===== config.mk =====
export PLATFORM = sky130hd
export DESIGN_NAME = piso_serializer
export DESIGN_NICKNAME = d
export VERILOG_FILES = /design/src/rtl/piso_serializer.sv
export SDC_FILE = /design/constraint.sdc
export NUM_CORES = 1
export LEC_CHECK = 0
export ABC_AREA = 1
export ABC_CLOCK_PERIOD_IN_PS = 1100
export CAP_MARGIN = 20
export CORE_ASPECT_RATIO = 1.4
export CORE_UTILIZATION = 40
export CTS_BUF_LIST = sky130_fd_sc_hd__clkbuf_4
export DETAILED_ROUTE_END_ITERATION = 7
export PLACE_DENSITY = 0.76
export SYNTH_ARGS = -nofsm -noshare
export SYNTH_HDL_FRONTEND = slang
export SYNTH_SLANG_ARGS = --single-unit
export TNS_END_PERCENT = 20

===== constraint.sdc =====
create_clock -name clk -period 1.1 [get_ports clk]
set_input_delay 0.22 -clock clk [delete_from_list [all_inputs] [get_ports clk]]
set_output_delay 0.22 -clock clk [all_outputs]
set_load 0.01 [all_outputs]

===== src/rtl/piso_serializer.sv =====
// Parallel-in/serial-out stage: takes a WIDTH-bit word over valid/ready and
// emits it one bit per clock with bit_valid and last, optionally followed by GAP idle cycles.
module piso_serializer #(
    parameter int WIDTH     = 4,
    parameter bit MSB_FIRST = 1'b1,
    parameter int GAP       = 0
) (
    input  logic             clk,
    input  logic             rst,
    input  logic             load_valid,
    input  logic [WIDTH-1:0] load_data,
    output logic             load_ready,
    output logic             a,
    output logic             bit_valid,
    output logic             last,
    output logic             busy
);
    localparam int CW = $clog2(WIDTH);
    localparam logic [CW-1:0] CNT_LAST = CW'(WIDTH - 1);
    localparam logic [3:0] GAP_LAST = (GAP > 0) ? 4'(GAP - 1) : 4'd0;

    typedef enum logic [1:0] {S_IDLE, S_SHIFT, S_GAP} state_t;

    state_t           state, state_n;
    logic [WIDTH-1:0] shreg, shreg_n;
    logic [CW-1:0]    cnt, cnt_n;
    logic [3:0]       gap_cnt, gap_cnt_n;
    logic             a_n, bit_valid_n, last_n;
    logic             accept;

    // Handshake: a word transfers on a rising edge where load_valid and
    // load_ready are both high. load_ready depends only on registered state,
    // so with GAP=0 the next word is taken on the edge that retires the last bit.
    assign load_ready = (state == S_IDLE) ||
                        (state == S_SHIFT && cnt == CNT_LAST && GAP == 0);
    assign accept     = load_valid && load_ready;

    always_ff @(posedge clk or posedge rst) begin
        if (rst) begin
            state     <= S_IDLE;
            shreg     <= '0;
            cnt       <= '0;
            gap_cnt   <= '0;
            a         <= 1'b0;
            bit_valid <= 1'b0;
            last      <= 1'b0;
            busy      <= 1'b0;
        end else begin
            state     <= state_n;
            shreg     <= shreg_n;
            cnt       <= cnt_n;
            gap_cnt   <= gap_cnt_n;
            a         <= a_n;
            bit_valid <= bit_valid_n;
            last      <= last_n;
            busy      <= (state_n != S_IDLE);
        end
    end

    always_comb begin
        state_n     = state;
        shreg_n     = shreg;
        cnt_n       = cnt;
        gap_cnt_n   = gap_cnt;
        a_n         = 1'b0;
        bit_valid_n = 1'b0;
        last_n      = 1'b0;

        case (state)
            S_SHIFT: begin
                if (cnt != CNT_LAST) begin
                    // shreg keeps the bit currently on a at its output end
                    cnt_n       = cnt + 1'b1;
                    shreg_n     = MSB_FIRST ? {shreg[WIDTH-2:0], 1'b0}
                                            : {1'b0, shreg[WIDTH-1:1]};
                    a_n         = MSB_FIRST ? shreg[WIDTH-2] : shreg[1];
                    bit_valid_n = 1'b1;
                    last_n      = (cnt + 1'b1 == CNT_LAST);
                end else if (GAP > 0) begin
                    state_n   = S_GAP;
                    gap_cnt_n = '0;
                end else begin
                    state_n = S_IDLE;
                end
            end
            S_GAP: begin
                if (gap_cnt == GAP_LAST) state_n = S_IDLE;
                else                     gap_cnt_n = gap_cnt + 1'b1;
            end
            default: state_n = state;
        endcase

        // Accept only happens in IDLE or on the final SHIFT bit, so it overrides.
        if (accept) begin
            state_n     = S_SHIFT;
            shreg_n     = load_data;
            cnt_n       = '0;
            a_n         = MSB_FIRST ? load_data[WIDTH-1] : load_data[0];
            bit_valid_n = 1'b1;
            last_n      = 1'b0;
        end
    end
endmodule


Word level (Yosys, flattened, before mapping)
Index checks and enable logic that the tools add are counted.
Widths: inputs -> output; s select.

operators by class
  bitwise logic cells = 1
  magnitude comparators = 0
  shift-type cells = 0
  equality and inequality tests = 5
  $add $sub $neg = 2
  divide/modulo/power cells = 0
  reductions and logical operators = 10
  multiplexer cells = 19
  multipliers = 0

operators by type and width
  kind                 number
  $mux 2               6
  $mux 1               9
  $mux 3               3
  $eq 2x2->1 const B   3
  $reduce_bool 2->1    3
  $add 4x1->4 const B  1
  $logic_not 4->1      1
  $pmux 2 s2           1
  $reduce_and 2->1     2
  $add 2x1->2 const B  1
  $eq 2x1->1 const B   1
  $logic_and 1x1->1    2
  $logic_not 2->1      1
  $ne 2x2->1 const B   1
  $logic_or 1x1->1     1
  $not 1->1            1

storage, ports and cells
  memory bits (writable) = 0
  bits in latches = 0
  memories kept = 0
  flip-flop bits (word level) = 15
  memory bits (read-only) = 0
  input port bits = 7
  output and inout port bits = 5

Logic depth before layout (Yosys ltp)
Gate-level depths: netlist (run 1).

  depth after elaboration = 6
  mapped depth = 9
  mapped depth without buffers = 8

Worst setup path before layout (run 1)
No wires, ideal clock.

  kind = register to register
  start = register state[1]
  end = register shreg[1]
  data required time = 980 ps
  path slack = -155 ps
  cell stages (with the launch flop) = 9
  data arrival time = 1,134 ps
  path buffers = 1
  cell sequence = dfrtp_1 > inv_1 > ha_1 > nand2_1 > nand2_2 > nand2_2 > buf_6 > o21ai_1 > nand2_1

between the ends
  longest elaborated chain between the ends = 6
  elaborated cells between the ends (all ways) = 9
  those cells by class = 1 x eq/ne; 1 x mux; 7 x reduce/logical

ends and longest elaborated chain
  what                                RTL line  RTL
  from (decl)                         24        state_t state, state_n;
  from (signal assigned)              49        state <= state_n;
  $eq 2x1->1                          35        (state == S_SHIFT && cnt == CNT_LAST && GAP == 0);
  $logic_and 1x1->1                   35
  $logic_or 1x1->1 *                  34        assign load_ready = (state == S_IDLE) ||
  named net load_ready                12        output logic load_ready,
  $logic_and 1x1->1 *                 36        assign accept = load_valid && load_ready;
  $reduce_bool 2->1 (no source line)  n/a
  $reduce_and 2->1 (no source line)   n/a
  to (signal assigned)                50        shreg <= shreg_n;
  to (decl)                           25        logic [WIDTH-1:0] shreg, shreg_n;

The timed path passes the listed nets; every way through them passes the cells marked *.
A chain may end at the register's enable or synchronous reset.

Final worst setup path (run 1)
  start = register state[0]
  end = output load_ready

between the ends
  longest elaborated chain between the ends = 3
  elaborated cells between the ends (all ways) = 4
  those cells by class = 1 x eq/ne; 3 x reduce/logical

ends and longest elaborated chain
  what                RTL line
  $eq 2x1->1          35
  $logic_and 1x1->1   35
  $logic_or 1x1->1 *  34
  to (decl)           12

Mark *: on every way between the ends. The rest lies on a longest branch, timed or not.

==> results of run 1 <==
[sequential cells by signal, indices dropped and copies added (netlist names)]
name       flops
cnt            2
bit_valid      1
busy           1
last           1
a              1
gap_cnt        4
state          2
shreg          3
[final cells by class]
type                    instances  area share, %
flip-flops and latches         15           36.6
repair buffers                 26           20.2
well taps                      19           2.32
inverters                      13           4.76
multi-input cells              50           33.2
clock buffers                   4           2.93
[repair_timing]
| item | in CTS | in global routing |
|---|---|---|
| hold endpoints to repair | 0 | 0 |
| gates resized for setup | 28 | 9 |
| pin swaps | 2 | 1 |
| setup buffers | 0 | 0 |
| endpoints found under the setup margin | 20 | 19 |
[cell families after synthesis]
group,synth area share [%]
AO/OA/AOI/OAI,4.64
XOR/XNOR,3.61
adder cells (fa/ha/maj),12.0
buffers and inverters,8.25
flip-flops,51.5
AND/OR/NAND/NOR,19.9
[worst min path at each step]
stage / from / to / slack, ns / cells past startpoint
3_5_place_dp: shreg[1]$_DFFE_PP0P_ / shreg[1]$_DFFE_PP0P_ / 0.50 / 2
6_report: rst / gap_cnt[2]$_DFFE_PP0P_ / 0.22 / 3
3_3_place_gp: gap_cnt[3]$_DFFE_PP0P_ / gap_cnt[3]$_DFFE_PP0P_ / 0.46 / 1
4_1_cts: rst / gap_cnt[2]$_DFFE_PP0P_ / 0.23 / 3
5_1_grt: rst / gap_cnt[2]$_DFFE_PP0P_ / 0.24 / 3
2_1_floorplan: rst / a$_DFF_PP0_ / 0.12 / 1
[power by group]
group / switching (W) / internal, W / total (W) / leakage (nW)
Sequential: 0 / 0.000551 / 0.000551 / 0.189
Combinational: 0.0000132 / 0.0000210 / 0.0000342 / 0.323
Clock: 0.000182 / 0.000166 / 0.000347 / 0.0184
Total: 0.000195 / 0.000738 / 0.000932 / 0.530
[metrics by stage]
| stage | hold WS (ns) | cell area (um2) |
|---|---|---|
| 2_1_floorplan | 0.121 | 731 |
| 6_report | 0.217 | 1030 |
| 4_1_cts | 0.229 | 1020 |
| 5_1_grt | 0.237 | 1030 |
| 3_3_place_gp | 0.460 | 966 |
| 3_5_place_dp | 0.497 | 966 |
[per-layer routing]
layer	up-vias	wire length [um]	part of all wire [%]	GRT usage (%)
met5	-	0	0	0
met3	2	54	3.9	3.83
met2	15	749	54	31.4
met1	258	563	41	21.3
li1	306	-	-	-
met4	0	23	1.7	7.14
[worst register-to-register path: cells and delay by family (launching register included)]
kind | cells | cell delay (ns)
simple gates | 4 | 0.33
fa+ha+maj | 1 | 0.17
flops | 1 | 0.42
buf+inv | 3 | 0.28
[Yosys cell counts, drive strengths merged]
cell	instances	area share [%]
nand2	19	10
ha	7	12
dfrtp	15	52
xor2	1	1.2
a21oi	1	0.69
nor2	6	3.1
buf	1	1.5
xnor2	2	2.4
o21ai	5	4.0
inv	13	6.7
nand3	8	5.5
nand4	1	0.86
==> results.cfg, run 1 <==
[outcome]
status = finished with violations
violated_checks = setup timing

[sta]
hold_violations = 0
max-slew-margin-rel_pct = 87.1
min_period_ns = 1.38
worst_slew_pin_slew_ns = 0.193
final.setup_skew_ns = 0.00392
final-max-slew-violation-count = 0
fin_tns_setup_ns = -1.96
achievable-frequency_ghz = 0.723
setup_viol = 16
min_period_over_period_pct = 126
final_critical_path_setup_slack_ns = -0.283
grt_setup_unrepaired = true

[critical_path]
timing.critical_path.fanout_max = 3
critical_path_cell_sequence = inv_2 -> ha_2 -> inv_1 -> nand2_2 -> buf_6
required_ns = 0.88
setup.worst_path.start_class = register
timing.setup.critical_path_class = register to output port
critPathLaunch = state[0]$_DFF_PP0_
r2r.worst_path.cells = 8
critPathTopFamily = flip-flops
critPathBufInv = 3
setup.worst_path.end = load_ready
critPathMaxStageDelay_ns = 0.42
timing.critical_path.slowest_stage_cell = dfrtp_1
critical_path.reg2reg.startpoint = state[0]$_DFF_PP0_
end_kind = output port
worst-endpoint-arrival_ns = 1.16
regToRegEndpoint = shreg[2]$_DFFE_PP0P_
path_depth = 5
ff2ff_setup_slack_ns = -0.20

[synth]
synthesis.nets = 93
syn_inst = 79
syn_area_um2 = 728
syn_area_per_cell_um2 = 9.22
yosysUniqueCellTypes = 15
synth-seq-cells = 15
seq_area_frac_synth_pct = 51.5
synth-warning-count = 0

[place]
gp_routability_congestion = 0.737
dpl.cell_count = 123
place_hpwl_um = 1030
port_buffers = 11
detailedPlace.worstSlack_ns = -0.382

[floorplan]
num_io_pins = 12
initial_utilization_pct = 44.5
die_area_mm2 = 0.00200
die_h_um = 52.5
fp.dieW_um = 38.1
core.rowCount = 17
floorplan.core_area_mm2 = 0.00164

[drt]
drcViolationCount = 0
drt_iter0_markers = 10
detailedRoute.firstPassIterationCount = 4
finalWirelength_um = 1390
detail_route.wl_per_cell_um = 10.9
drtAntennaViolNets = 0
detail_route.vias_per_cell = 4.57
dr_total_vias = 581

[clock_network]
root_buffer = clkbuf_4
cts_sinks = 15
worstSkewPairLatency_ns = 0.29
post_cts_hold_buffer_count = 0
tritoncts.num_buffers = 3
cts_buffer_depth = 2
h-tree-depth = 1
cts_tree = done
worst_setup_hold_path_clk_slew_ns = 0.09

[cells_and_area]
fillerInstances = 119
layout.area.seq_um2 = 375
antenna_cells_inserted = 0
fin_nets = 123
area_used_by_multi_input_combinational_logic_um2 = 340
layout.core_utilization_pct = 62.6
commonest_non_fill_non_tap_cells_in_the_layout = dfrtp_1, nand2_1, buf_4
layout_commonest_cell = dfrtp_1
layoutNonFillerInstCount = 127
post_route_cells_drive_above_1_share_pct = 39.8
syn_to_final_growth_pct = 40.9

[power_and_ir_drop]
fin_total_pwr_w = 0.000932
pwr_density_cell_mw_per_mm2 = 909
ir_drop_uv = 914
cellLeakagePower_nw = 0.530

[grt]
initial_antenna_violation_count = 0
overflow = 0
global_route_wire_length_before_repair_um = 2520
via_count_of_the_first_global_routing_pass = 621
all_layer_gr_usage_pct = 18.2
grt_max_degree = 16

[job]
timing.max_cap.violations = 0

[min_path]
hold_path_class = input pin to asynchronous set/reset pin
Note: power is estimated with default switching activity, not from simulation.
==> inputs of run 2 (changes only) <==
--- a/config.mk
+++ b/config.mk
@@ -9,9 +9,11 @@
 export ABC_CLOCK_PERIOD_IN_PS = 1100
 export CAP_MARGIN = 20
 export CORE_ASPECT_RATIO = 1.4
+export CORE_MARGIN = 8
 export CORE_UTILIZATION = 40
 export CTS_BUF_LIST = sky130_fd_sc_hd__clkbuf_4
 export DETAILED_ROUTE_END_ITERATION = 7
+export MAX_ROUTING_LAYER = met4
 export PLACE_DENSITY = 0.76
 export SYNTH_ARGS = -nofsm -noshare
 export SYNTH_HDL_FRONTEND = slang
==> results.cfg, run 2 (synthesis gave the netlist of run 1 again) <==
[sta]
final-max-slew-violation-count = 0
min_period_ns = 1.37
max-slew-margin-rel_pct = 87.1
min_period_over_period_pct = 125
final.setup_skew_ns = 0.00682
worst_slew_pin_slew_ns = 0.192
grt_setup_unrepaired = true
setup_viol = 16
final_critical_path_setup_slack_ns = -0.271
hold_violations = 0
achievable-frequency_ghz = 0.729

[critical_path]
end_kind = output port
critical_path_cell_sequence = inv_2 -> ha_2 -> nand2_1 -> nand2_2 -> buf_6
timing.critical_path.fanout_max = 2
required_ns = 0.88
critPathBufInv = 2
timing.setup.critical_path_class = register to output port
timing.critical_path.slowest_stage_cell = dfrtp_1
critPathTopFamily = flip-flops
critPathMaxStageDelay_ns = 0.40
setup.worst_path.start_class = register
worst-endpoint-arrival_ns = 1.15

[place]
place_hpwl_um = 1090
gp_routability_congestion = 0.733
detailedPlace.worstSlack_ns = -0.398
postPlaceCellArea_um2 = 960
dpl.cell_count = 123
port_buffers = 11

[cells_and_area]
syn_to_final_growth_pct = 39.5
commonest_non_fill_non_tap_cells_in_the_layout = dfrtp_1, nand2_1, buf_4
fin_nets = 123
antenna_cells_inserted = 0
fillerInstances = 165
layout_commonest_cell = dfrtp_1
number_of_flip_flops_in_the_largest_register = 4
post_route_cells_drive_above_1_share_pct = 37.0
regMostFlops = gap_cnt
biggestRegsByFlops = gap_cnt (4), shreg (3)
stdcell_area_mm2 = 0.00102
layoutNonFillerInstCount = 128

[power_and_ir_drop]
cellLeakagePower_nw = 0.529
fin_total_pwr_w = 0.000899
ir_drop_uv = 910
pwr_density_cell_mw_per_mm2 = 885

[drt]
finalWirelength_um = 1400
detail_route.vias_per_cell = 4.63
detailedRoute.firstPassIterationCount = 4
drcViolationCount = 0
drtAntennaViolNets = 0
maxUsedRoutingLayer = met4
dr_total_vias = 592
detail_route.wl_per_cell_um = 10.9
met2_wirelength_um = 709
drt_iter0_markers = 18
met1Wirelength_um = 591
dr_wl_met3_um = 67

[clock_network]
root_buffer = clkbuf_4
cts_tree = done
tritoncts.num_buffers = 3
worst_setup_hold_path_clk_slew_ns = 0.09
h-tree-depth = 1
cts_sinks = 15
cts_buffer_depth = 2
post_cts_hold_buffer_count = 0
worstSkewPairLatency_ns = 0.29

[floorplan]
fp.dieW_um = 52.1
core.rowCount = 18
initial_utilization_pct = 42.0
num_io_pins = 12
die_area_mm2 = 0.00346
floorplan.core_area_mm2 = 0.00173
die_h_um = 66.5

[grt]
via_count_of_the_first_global_routing_pass = 660
all_layer_gr_usage_pct = 10.1
overflow = 0
initial_antenna_violation_count = 0
grt_max_degree = 16
global_route_wire_length_before_repair_um = 2600

[outcome]
status = finished with violations
violated_checks = setup timing

[job]
timing.max_cap.violations = 0

[min_path]
hold_path_class = input pin to asynchronous set/reset pin
## run 2: changes by cell type in the layout (fill, tap and decap cells not counted), sizes merged
cell	before	now
clkbuf	6	3
buf	18	20
clkinv	0	1
## run 2: cell type report
cell class,count,area [um2],share of cell area (%)
flip-flops and latches,15,375,36.9
well taps,20,25.0,2.46
clock inverters,1,5.00,0.493
clock buffers,3,22.5,2.22
multi-input cells,50,328,32.3
repair buffers,26,211,20.8
inverters,13,48.8,4.80
## run 2: worst reg2reg max path, stage by stage, from the launching register on
cell and delay [ns]:
dfrtp_1 0.41, ha_2 0.20, buf_4 0.14, inv_2 0.05
nor2_2 0.03, nor2_1 0.08, nand2_1 0.07, nand2_1 0.08
nand3_1 0.10
## run 2: stage by stage
stage	hold slack [ns]	setup TNS (ns)	utilization [%]
2_1_floorplan	0.121	-0.720	-
3_3_place_gp	0.470	-2.00	55.3
3_5_place_dp	0.476	-2.69	55.3
4_1_cts	0.235	-2.10	58.2
5_1_grt	0.259	-3.33	58.6
6_report	0.225	-1.96	58.6
## run 2: metal layers
| layer | GRT usage, % | vias to the layer above |
|---|---|---|
| li1 | - | 304 |
| met1 | 10.7 | 269 |
| met2 | 15.5 | 15 |
| met3 | 3.34 | 4 |
| met4 | 7.00 | 0 |
| met5 | - | - |
## run 2: repair_timing
| action | CTS | global route |
|---|---|---|
| pin swaps | 4 | 4 |
| buffers inserted | 1 | 0 |
| endpoints found under the setup margin | 20 | 16 |
| resized for setup | 34 | 2 |
## run 2: path summary, 6_finish.rpt
path | end | slack (ns) | cells after the start | from
worst max-delay path | load_ready | -0.27 | 5 | state[1]$_DFF_PP0_
min in group clk | a$_DFF_PP0_ | 0.46 | 3 | load_data[3]
max in group asynchronous | state[1]$_DFF_PP0_ | 0.70 | 3 | rst
worst min register to register | gap_cnt[3]$_DFFE_PP0P_ | 0.47 | 1 | gap_cnt[3]$_DFFE_PP0P_
worst max register to register | busy$_DFF_PP0_ | -0.18 | 8 | state[0]$_DFF_PP0_
worst min-delay path | a$_DFF_PP0_ | 0.22 | 3 | rst
## run 2: where the power goes
group	switching, W	internal [W]
Clock	0.000179	0.000135
Sequential	0	0.000551
Combinational	0.0000133	0.0000210
Total	0.000192	0.000707
==> inputs of run 3 (changes only) <==
--- a/config.mk
+++ b/config.mk
@@ -14,7 +14,8 @@
 export CTS_BUF_LIST = sky130_fd_sc_hd__clkbuf_4
 export DETAILED_ROUTE_END_ITERATION = 7
 export MAX_ROUTING_LAYER = met4
-export PLACE_DENSITY = 0.76
+export PLACE_DENSITY = 0.65
+export SLEW_MARGIN = 5
 export SYNTH_ARGS = -nofsm -noshare
 export SYNTH_HDL_FRONTEND = slang
 export SYNTH_SLANG_ARGS = --single-unit
==> results.cfg, run 3 (synthesis gave the netlist of run 1 again) <==
[outcome]
status = finished with violations
violated_checks = setup timing

[critical_path]
timing.setup.critical_path_class = register to output port
critPathTopFamily = flip-flops
critical_path_cell_sequence = inv_2 -> ha_4 -> nand2_4 -> nand2_4 -> buf_6
setup.worst_path.start_class = register
critPathBufInv = 2
critical_path.most_common_cell = nand2_4
worst-endpoint-arrival_ns = 1.17
end_kind = output port
critPathMaxStageDelay_ns = 0.40
timing.critical_path.fanout_max = 2
ff2ff_setup_slack_ns = -0.22
required_ns = 0.88
timing.critical_path.slowest_stage_cell = dfrtp_1

[sta]
worst_slew_pin_slew_ns = 0.193
achievable-frequency_ghz = 0.719
min_period_over_period_pct = 126
max-slew-margin-rel_pct = 87.1
fin_tns_setup_ns = -2.40
final-max-slew-violation-count = 0
setup_viol = 15
final.setup_skew_ns = 0.00189
final_critical_path_setup_slack_ns = -0.290
grt_setup_unrepaired = true
hold_violations = 0
min_period_ns = 1.39

[drt]
maxUsedRoutingLayer = met4
finalWirelength_um = 1590
met2_wirelength_um = 916
drt_iter0_markers = 11
detail_route.wl_per_cell_um = 12.0
met1Wirelength_um = 602
detailedRoute.firstPassIterationCount = 4
dr_wl_met3_um = 36
drcViolationCount = 0
detail_route.vias_per_cell = 4.70
drtAntennaViolNets = 0
dr_total_vias = 625

[power_and_ir_drop]
pwr_density_cell_mw_per_mm2 = 810
ir_drop_uv = 639
cellLeakagePower_nw = 0.581

[floorplan]
num_io_pins = 12
core.rowCount = 18
die_h_um = 66.5
initial_utilization_pct = 42.0
die_area_mm2 = 0.00346
floorplan.core_area_mm2 = 0.00173
fp.dieW_um = 52.1

[job]
timing.max_cap.violations = 0

[clock_network]
root_buffer = clkbuf_4
worst_setup_hold_path_clk_slew_ns = 0.09
cts_sinks = 15
tritoncts.num_buffers = 3
cts_tree = done
h-tree-depth = 1
worstSkewPairLatency_ns = 0.28
cts_buffer_depth = 2

[cells_and_area]
number_of_flip_flops_in_the_largest_register = 4
regMostFlops = gap_cnt
layout_commonest_cell = buf_4
post_route_cells_drive_above_1_share_pct = 46.9
fillerInstances = 153
layout.core_utilization_pct = 64.0
fin_nets = 128
syn_to_final_growth_pct = 52.4
commonest_non_fill_non_tap_cells_in_the_layout = buf_4, dfrtp_1, nand2_1
layoutNonFillerInstCount = 133
biggestRegsByFlops = gap_cnt (4), shreg (3)
antenna_cells_inserted = 0

[min_path]
hold_path_class = input pin to asynchronous set/reset pin

[place]
port_buffers = 11
dpl.cell_count = 126
place_hpwl_um = 1170
gp_routability_congestion = 0.815
detailedPlace.worstSlack_ns = -0.421

[grt]
overflow = 0
global_route_wire_length_before_repair_um = 2770
via_count_of_the_first_global_routing_pass = 680
grt_max_degree = 16
all_layer_gr_usage_pct = 11.1
initial_antenna_violation_count = 0
==> run 3: cell count changes in the layout (fill, tap and decap cells not counted), sizes merged <==
cell,delta
buf,+5
==> run 3: cell type report <==
| class | instances | area [um2] | area share [%] |
|---|---|---|---|
| Multi-Input combinational cell | 50 | 387 | 34.8 |
| Sequential cell | 15 | 377 | 33.9 |
| Timing Repair Buffer | 31 | 245 | 22.1 |
| Inverter | 13 | 48.8 | 4.40 |
| Tap cell | 20 | 25.0 | 2.25 |
| Clock buffer | 3 | 22.5 | 2.03 |
| Clock inverter | 1 | 5.00 | 0.451 |
==> run 3: where the power goes <==
group	switching, W	leakage (nW)	internal (W)
combinational	0.0000147	0.375	0.0000212
sequential	0	0.188	0.000551
clock	0.000177	0.0177	0.000135
total	0.000192	0.581	0.000707
==> run 3: what timing repair did <==
action,in CTS,in global routing
setup endpoints to repair,20,18
resized for setup,39,14
pin swaps,4,4
hold buffers,0,0
endpoints found under the hold margin,0,0
buffers inserted,3,0
==> run 3: per-stage QoR <==
| stage | area, um2 | total power [W] | hold slack, ns |
|---|---|---|---|
| CTS | 1090 | 0.000912 | 0.229 |
| finish | 1110 | 0.000899 | 0.228 |
| floorplan | 731 | 0.000570 | 0.121 |
| global route | 1110 | 0.000940 | 0.238 |
| detailed placement | 982 | 0.000597 | 0.474 |
| global placement | 982 | 0.000597 | 0.469 |
==> run 3: worst min-delay path: cells and delay by family <==
kind	cells	cell delay, ns
buf+inv	3	0.67
==> run 3: per-layer routing <==
| layer | vias to the layer above | global-route usage, % |
|---|---|---|
| li1 | 317 | - |
| met1 | 292 | 10.9 |
| met2 | 11 | 18.1 |
| met3 | 5 | 2.67 |
| met4 | 0 | 8.67 |
| met5 | - | - |
==> run 3: worst paths after layout <==
path | startpoint | end | depth (start not counted)
min in group clk | load_data[3] | a$_DFF_PP0_ | 3
max in group asynchronous | rst | state[0]$_DFF_PP0_ | 3
setup reg to reg | state[0]$_DFF_PP0_ | gap_cnt[3]$_DFFE_PP0P_ | 7
hold / removal | rst | last$_DFF_PP0_ | 3
hold reg to reg | gap_cnt[3]$_DFFE_PP0P_ | gap_cnt[3]$_DFFE_PP0P_ | 1
setup / recovery | state[1]$_DFF_PP0_ | load_ready | 5
